==> src/rtl/mitchell_mul_pipe.sv <==
// mitchell_mul_pipe
// Three-stage pipelined Mitchell logarithmic multiplier (approximate product).
// Operands are turned into magnitude / leading-one position / fraction, the
// logarithms are added, and the antilog is taken by a shift.
//
// Build option: define MITCHELL_ERR_COMP_EN to add a 1/16 correction to the
// fractional sum when both fractions are nonzero. Powers of two stay exact.
//
// Ports
//   clk_i     : clock, rising edge
//   rstn_i    : asynchronous active-low reset
//   x_i, y_i  : operands, WIDTH bits
//   signed_i  : 1 = two's-complement operands, 0 = unsigned
//   valid_i   : operands valid
//   ready_o   : operands accepted when valid_i & ready_o
//   p_o       : approximate product, 2*WIDTH bits
//   valid_o   : p_o valid
//   ready_i   : downstream accepts p_o
module mitchell_mul_pipe #(
    parameter int WIDTH = 16
) (
    input  logic                 clk_i,
    input  logic                 rstn_i,
    input  logic [WIDTH-1:0]     x_i,
    input  logic [WIDTH-1:0]     y_i,
    input  logic                 signed_i,
    input  logic                 valid_i,
    output logic                 ready_o,
    output logic [2*WIDTH-1:0]   p_o,
    output logic                 valid_o,
    input  logic                 ready_i
);

    localparam int KW = $clog2(WIDTH);
    localparam int FW = WIDTH - 1;

    // Two's-complement absolute value; the most negative value maps to 2^(WIDTH-1).
    function automatic logic [WIDTH-1:0] abs_val(input logic [WIDTH-1:0] v, input logic s);
        logic signed [WIDTH-1:0] sv;
        sv = v;
        return (s && sv[WIDTH-1]) ? WIDTH'(-sv) : v;
    endfunction

    function automatic logic [KW-1:0] lead_one(input logic [WIDTH-1:0] v);
        logic [KW-1:0] k;
        k = '0;
        for (int i = 0; i < WIDTH; i++)
            if (v[i]) k = KW'(i);
        return k;
    endfunction

    // Shift the leading one up to the MSB and keep the bits below it.
    function automatic logic [FW-1:0] norm_frac(input logic [WIDTH-1:0] v, input logic [KW-1:0] k);
        logic [KW-1:0] sh;
        sh = KW'(WIDTH - 1) - k;
        return FW'(v << sh);
    endfunction

    // fsum carries FW fraction bits plus integer bits; fsum >= 1.0 selects 2^(k+1)*fsum.
    function automatic logic [2*WIDTH-1:0] antilog(input logic [KW:0] k, input logic [WIDTH:0] fsum);
        logic [WIDTH:0]       mant;
        logic [KW:0]          e;
        logic [3*WIDTH-2:0]   wide;
        if (fsum[WIDTH:WIDTH-1] == 2'b00) begin
            mant = fsum + ((WIDTH+1)'(1) << (WIDTH - 1));
            e    = k;
        end else begin
            mant = fsum;
            e    = k + (KW+1)'(1);
        end
        wide = (3*WIDTH-1)'(mant) << e;
        return (2*WIDTH)'(wide >> (WIDTH - 1));
    endfunction

    function automatic logic [2*WIDTH-1:0] apply_sign(input logic [2*WIDTH-1:0] mag,
                                                      input logic neg, input logic zero);
        if (zero)
            return '0;
        return neg ? ((2*WIDTH)'(0) - mag) : mag;
    endfunction

    logic en;
    assign en      = ~valid_o | ready_i;
    assign ready_o = en;

    logic                 vld_p0, vld_p1, vld_p2;
    logic [2*WIDTH-1:0]   p_p2;

    logic [KW-1:0]        kx_p0, ky_p0;
    logic [FW-1:0]        fx_p0, fy_p0;
    logic                 zero_p0, neg_p0;
    logic [KW:0]          k_p1;
    logic [WIDTH:0]       fsum_p1;
    logic                 zero_p1, neg_p1;

    logic [WIDTH-1:0]     mag_x, mag_y;
    logic [WIDTH:0]       fsum_c;

    // Stage 1: magnitude, leading-one detection, normalisation
    assign mag_x = abs_val(x_i, signed_i);
    assign mag_y = abs_val(y_i, signed_i);

    // Stage 2: log addition
    always_comb begin
        fsum_c = {2'b00, fx_p0} + {2'b00, fy_p0};
`ifdef MITCHELL_ERR_COMP_EN
        if (fx_p0 != '0 && fy_p0 != '0)
            fsum_c = fsum_c + ((WIDTH+1)'(1) << (WIDTH - 5));
`endif
    end

    always_ff @(posedge clk_i) begin
        if (en) begin
            kx_p0   <= lead_one(mag_x);
            ky_p0   <= lead_one(mag_y);
            fx_p0   <= norm_frac(mag_x, lead_one(mag_x));
            fy_p0   <= norm_frac(mag_y, lead_one(mag_y));
            zero_p0 <= (x_i == '0) || (y_i == '0);
            neg_p0  <= signed_i & (x_i[WIDTH-1] ^ y_i[WIDTH-1]);

            k_p1    <= {1'b0, kx_p0} + {1'b0, ky_p0};
            fsum_p1 <= fsum_c;
            zero_p1 <= zero_p0;
            neg_p1  <= neg_p0;
        end
    end

    // Stage 3: antilog, sign and zero mux; p_o loads only real results so it
    // stays clean after reset.
    always_ff @(posedge clk_i or negedge rstn_i) begin
        if (!rstn_i) begin
            vld_p0 <= 1'b0;
            vld_p1 <= 1'b0;
            vld_p2 <= 1'b0;
            p_p2   <= '0;
        end else if (en) begin
            vld_p0 <= valid_i;
            vld_p1 <= vld_p0;
            vld_p2 <= vld_p1;
            if (vld_p1)
                p_p2 <= apply_sign(antilog(k_p1, fsum_p1), neg_p1, zero_p1);
        end
    end

    assign p_o     = p_p2;
    assign valid_o = vld_p2;

endmodule
==> config.mk <==
export PLATFORM = sky130hd
export DESIGN_NAME = mitchell_mul_pipe
export DESIGN_NICKNAME = d
export VERILOG_FILES = /design/src/rtl/mitchell_mul_pipe.sv
export SDC_FILE = /design/constraint.sdc
export NUM_CORES = 1
export LEC_CHECK = 0
export BUFFER_PORTS_ARGS = -buffer_cell sky130_fd_sc_hd__buf_4
export CORE_ASPECT_RATIO = 0.9
export CORE_MARGIN = 3
export CORE_UTILIZATION = 45
export CTS_CLUSTER_SIZE = 28
export DETAILED_ROUTE_END_ITERATION = 6
export GPL_TIMING_DRIVEN = 0
export HOLD_SLACK_MARGIN = 0.06
export PLACE_DENSITY = 0.59
export SETUP_SLACK_MARGIN = 0.02
export SLEW_MARGIN = 20
export SYNTH_ARGS = -nofsm -noshare
export SYNTH_HDL_FRONTEND = slang
export SYNTH_SLANG_ARGS = --single-unit
==> constraint.sdc <==
create_clock -name clk_i -period 5.65 [get_ports clk_i]
set_clock_uncertainty 0.2 [all_clocks]
set_input_delay 0 -clock clk_i [delete_from_list [all_inputs] [get_ports clk_i]]
set_output_delay 0 -clock clk_i [all_outputs]
set_load 0.02 [all_outputs]
After elaboration in Yosys (flattened, before gate mapping)
Cells that the tools add are included.
W data, S select, Z words.

storage, ports and cells
  logic and storage cells = 83
  register bits = 99
  input bits = 37
  output and inout bits = 34

operators by class
  add/sub/neg operators = 9
  muxes and demuxes = 46
  bitwise operators = 4
  reduce and logical (&&, ||, !) cells = 7
  shift-type cells = 3

operator list
  operator                  count
  $mux W4                   30
  $mux W32                  3
  $mux W17                  3
  $shl A17 B5 Y47           1
  $logic_not A16 Y1         2
  $mux W16                  2
  $neg A16 Y16              2
  $shl A16 B4 Y15           2
  $sub A1 B32 Y32 const A   1
  $add A17 B16 Y17 const B  1
  $add A15 B15 Y16          1
  $mux W5                   3
  $sub A4 B4 Y4 const A     2
  $add A4 B4 Y5             1
  $add A5 B1 Y5 const B     1
  $mux W1                   5
  $logic_and A1 B1 Y1       2
  $logic_not A2 Y1          1
  $reduce_and A2 Y1         1
  $and A1 B1 Y1             1
  $logic_or A1 B1 Y1        1
  $not A1 Y1                1
  $or A1 B1 Y1              1
  $xor A1 B1 Y1             1

Logic depth before layout (Yosys ltp)
  depth after elaboration = 20
  mapped depth = 16
  depth with buffers taken out = 14

Least setup slack after synthesis
Ideal clock, no wire load.

  kind = reg2reg
  from = register vld_p2, in the netlist valid_o
  to = register p_p2[30], in the netlist p_o[30]
  period minus slack after synthesis = 4.225 ns
  arrival time = 3.946 ns
  path buffers = 1
  setup time = 0.078 ns
  slack = 1.425 ns
  stages on the path, launching flop included = 8
  cells stage by stage = dfrtp_1 nand2b_1 clkbuf_1 nand2_1 nor2_1 nand4_1 o21ai_1 o21bai_1

between the ends
  longest elaborated chain between the ends = 3

RTL lines
  item                         RTL line  RTL
  from (decl)                  86        logic vld_p0, vld_p1, vld_p2;
  from (signal assigned)       139       vld_p2 <= vld_p1;
  $not A1 Y1                   83        assign en = ~valid_o | ready_i;
  $or A1 B1 Y1                 83
  net ready_o                  28        output logic ready_o,
  $reduce_and A2 Y1 (no line)  -
  to (signal assigned)         141       p_p2 <= apply_sign(antilog(k_p1, fsum_p1), neg_p1, zero_p1);
  to (decl)                    87        logic [2*WIDTH-1:0] p_p2;

The timed path passes the listed nets, and every way through them passes these cells.
A chain may end at the register's enable or synchronous reset.

Worst setup path after layout
  from = register k_p1[1]
  to = register p_p2[14], in the netlist p_o[14]

between the ends
  longest elaborated chain between the ends = 8

RTL lines
  item                      RTL line  RTL
  from (decl)               92        logic [KW:0] k_p1;
  from (signal assigned)    121       k_p1 <= {1'b0, kx_p0} + {1'b0, ky_p0};
  $add A5 B1 Y5             69        e = k + (KW+1)'(1);
  $mux W5 *                 64        if (fsum[WIDTH:WIDTH-1] == 2'b00) begin
  $mux W5 *                 140       if (vld_p1)
  $mux W5 *                 136       end else if (en) begin
  $shl A17 B5 Y47 *         71        wide = (3*WIDTH-1)'(mant) << e;
  $sub A1 B32 Y32           79        return neg ? ((2*WIDTH)'(0) - mag) : mag;
  $mux W32 * (2 in series)  79

Every way passes the cells marked *; elsewhere a longest branch is shown, timed or not. The select of a mux whose other input is x is not followed.

==> impl_metrics.csv <==
group,metric,value,unit
worst_hold_path,min_to,"fx_p0[0]",
synthesis,ys_async_sr_fraction,0.357,
worst_setup_path,cp-start-kind,"register",
drt,num_vias,7230,
sta,final_max_slew_viol_count,0,
floorplanning,die_w,149,um
clocking,post_cts_resized,0,
worst_hold_path,hold_depth,4,
clocking,cts.path.max_buffers,2,
drt,wire_per_inst,18.0,um
layout,final_common_cell,"nand2_1",
synthesis,ys_seq_area_frac,0.332,
synthesis,syn_avg_cell_area,9.34,sq um
worst_setup_path,cp.arrival,4.61,ns
floorplanning,start_util,0.465,
power,ir_worst_vdd,0.000230,V
worst_setup_path,critPathMaxFanout,10,
power,p_sw_frac,0.475,
synthesis,synth_edf_count,63,
worst_setup_path,r2r_end,"p_o[14]",
layout,layout-drive-gt1-share,0.161,
worst_hold_path,hold_path.class,"in -> reg",
drt,drt.antenna.violating_nets,0,
worst_setup_path,crit_type,"reg -> reg",
drt,drc,0,
power,powerDensity,560,mW/mm^2
power,clkPwrFrac,0.110,
drt,drt-total-wl,22100,um
worst_setup_path,worstSetupEndpointType,"register",
drt,drt_iter0_markers,713,
drt,drt-pass1-iter-count,5,
sta,setup_violations,0,
sta,hold_violations,0,
layout,fin_area,0.00953,sq mm
sta,fin_tns_setup,0,ns
synthesis,yosysUniqueCellTypes,94,
power,switching_power,0.00253,W
sta,worst_pin_slew,1.05,ns
worst_setup_path,max_stage_delay,0.60,ns
global_route,antenna_found_initial,0,
clocking,root_buffer,"clkbuf_16",
clocking,htree_levels,3,
clocking,worstSkewPairLatency,0.35,ns
sta,post-route-period-util,0.809,
power,p_int,0.00280,W
layout,area_delta_synth_final,14.4,%
synthesis,netlist_area,0.00833,sq mm
clocking,numCtsBuffers,9,
place,io_buffers,65,
power,pwr-share-seq,0.231,
layout,layout_common_cells,"76 x nand2_1, 75 x nor2_1, 69 x buf_4",
worst_hold_path,hold_path.startpoint,"x_i[0]",
place,placed_area,0.00915,sq mm
floorplanning,pin_count,71,
power,pwr-share-comb,0.659,
synthesis,netlist_instances,892,
sta,fmax,219,MHz
synthesis,ys_ff_latch,98,
synthesis,synth_ff_type,"edfxtp_1",
worst_setup_path,path_buf_inv,2,
clocking,cts_tree,"yes",
place,gp_congestion,0.953,
power,leakage,3.77,nW
worst_setup_path,crit_path_frequent_cell,"ha_1",
global_route,grt_first_pass_wirelength,35900,um
global_route,grt_pass1_vias,6753,
floorplanning,fp-row-count,46,
worst_setup_path,reg2reg_from,"k_p1[1]",
clocking,clkTransAtPathRegs,0.07,ns
worst_setup_path,r2r_cells,16,
worst_setup_path,crit_family,"multiplexers",
global_route,grt.total_usage,0.221,
status,outcome,"finished clean",
synthesis,syn_nets,954,
global_route,grt_max_degree,57,
run,max_cap_viol_count,0,
place,hpwl,17300,um
sta,max-slew-margin-rel,0.292,
worst_setup_path,rrSetupSlack,1.08,ns
clocking,cts.sinks,98,
synthesis,yosysWarnings,0,
layout,num_antenna_cells,0,
power,power.total,0.00534,W
clocking,post_cts_buffers,0,
floorplanning,dieArea,0.0202,sq mm
drt,drt-vias-per-instance,5.91,
floorplanning,die_h,135,um
global_route,grt-ovfl-total,0,
sta,rsz0062_at_grt,"false",
floorplanning,coreArea,0.0179,sq mm
worst_setup_path,cp_slowest_cell,"or4_4",
worst_setup_path,required,5.69,ns
worst_setup_path,path_cells,"ha_1 -> mux2_2 -> buf_4 -> buf_2 -> mux4_2 -> mux2i_4 -> mux2i_1 -> nand2_1 -> ha_1 -> o21ai_0 -> a21oi_1 -> nand3_2 -> or4_4 -> o21ai_2 -> xnor2_1 -> a22o_1",
layout,finalNetCount,1040,
layout,fillCellCount,1673,
sta,timing.final.crit_period,4.57,ns
-- power groups by stage --
stage / clock network [W] / logic [W] / registers [W]
after floorplan: 0 / 0.00247 / 0.00131
after global placement: 0 / 0.00344 / 0.00125
after detailed placement: 0 / 0.00345 / 0.00125
after CTS: 0.000602 / 0.00348 / 0.00124
after global routing: 0.000629 / 0.00380 / 0.00127
final: 0.000587 / 0.00352 / 0.00124
-- worst register-to-register path: stages, from the launching register on --
cell and delay, ns:
edfxtp_1 0.47, ha_1 0.34, mux2_2 0.25, buf_4 0.24, buf_2 0.26, mux4_2 0.38
mux2i_4 0.20, mux2i_1 0.20, nand2_1 0.18, ha_1 0.23, o21ai_0 0.11, a21oi_1 0.16
nand3_2 0.18, or4_4 0.60, o21ai_2 0.14, xnor2_1 0.11, a22o_1 0.21
-- timing repair --
action,CTS,global route
endpoints found under the hold margin,46,0
hold buffers,9,0
setup endpoints to repair,0,0
-- layout make-up --
cell class | count | area (sq um) | share of cell area
Multi-Input combinational cell | 718 | 5230 | 0.549
Sequential cell | 98 | 2770 | 0.290
Timing Repair Buffer | 75 | 616 | 0.0646
Tap cell | 240 | 300 | 0.0315
Clock buffer | 11 | 244 | 0.0256
Buffer | 43 | 211 | 0.0222
Inverter | 33 | 124 | 0.0130
Clock inverter | 5 | 36.3 | 0.00381
-- stage by stage --
| stage | cells | utilization | hold slack [ns] | setup slack [ns] |
|---|---|---|---|---|
| floorplan | 892 | - | -0.496 | 1.43 |
| global placement | 1197 | 0.510 | -0.219 | -0.0935 |
| detailed placement | 1198 | 0.511 | -0.213 | 1.07 |
| CTS | 1223 | 0.533 | 0.0622 | 1.05 |
| global route | 1223 | 0.533 | 0.0950 | 0.704 |
| finish | 1223 | 0.533 | 0.0886 | 1.08 |
-- cell usage after synthesis, drive strengths merged (5+ instances only) --
| library cell | count | area share |
|---|---|---|
| o21ai | 65 | 0.040 |
| nand2 | 77 | 0.035 |
| mux4 | 15 | 0.041 |
| xor2 | 21 | 0.023 |
| nand2b | 9 | 0.0068 |
| o221ai | 5 | 0.0053 |
| nor2b | 6 | 0.0045 |
| a22o | 5 | 0.0053 |
| inv | 33 | 0.015 |
| dfrtp | 35 | 0.11 |
| a21o | 8 | 0.0072 |
| o211ai | 8 | 0.0072 |
| mux2 | 17 | 0.023 |
| a21boi | 6 | 0.0054 |
| o22ai | 9 | 0.0068 |
| or2 | 6 | 0.0045 |
| buf | 16 | 0.013 |
| nand3 | 22 | 0.014 |
| nor3 | 19 | 0.013 |
| ha | 23 | 0.035 |
| nand4 | 14 | 0.011 |
| nor4 | 9 | 0.013 |
| clkbuf | 27 | 0.012 |
| mux2i | 59 | 0.073 |
| edfxtp | 63 | 0.23 |
| o21a | 8 | 0.0072 |
| and2 | 14 | 0.011 |
| a211oi | 9 | 0.010 |
| nor2 | 75 | 0.034 |
| a21oi | 51 | 0.032 |
| nand3b | 7 | 0.0063 |
| a31oi | 19 | 0.014 |
| and3 | 6 | 0.0045 |
| or3 | 5 | 0.0038 |
| or4 | 7 | 0.0068 |
| xnor2 | 54 | 0.058 |
-- worst max path at each step --
stage                       start  slack, ns  endpoint  depth (start not counted)
after floorplan           valid_o       1.43   p_o[30]                          7
after global placement    valid_o      -0.09   p_o[30]                          7
after detailed placement  k_p1[0]       1.07   p_o[28]                         16
after CTS                 k_p1[0]       1.05   p_o[28]                         16
after global routing      k_p1[0]       0.70   p_o[28]                         16
final                     k_p1[1]       1.08   p_o[14]                         16
-- registers in the layout, summed over array words and instances (netlist names) --
name	count
fy_p0	15
k_p1	5
fsum_p1	16
neg_p1	1
kx_p0	4
p_o	32
fx_p0	15
valid_o	1
ky_p0	4
vld_p0	1
neg_p0	1
zero_p0	1
vld_p1	1
zero_p1	1
-- per-layer routing --
layer | vias to the layer above | track usage | part of all wire
met1 | 3417 | 0.320 | 0.47
met3 | 28 | 0.0265 | 0.052
met2 | 239 | 0.352 | 0.46
met4 | 0 | 0.0630 | 0.016
li1 | 3546 | - | -
met5 | - | 0 | 0
-- cells by family (layout without fill, tap and decap cells) --
family | Yosys count | count (layout) | share of synthesized area
compound gates | 245 | 245 | 0.197
xor+xnor | 75 | 75 | 0.0806
fa+ha+maj | 25 | 25 | 0.0393
buf+inv | 76 | 167 | 0.0398
flops | 98 | 98 | 0.332
mux | 91 | 91 | 0.136
simple gates | 282 | 282 | 0.175
(Power assumes the default switching activity.)
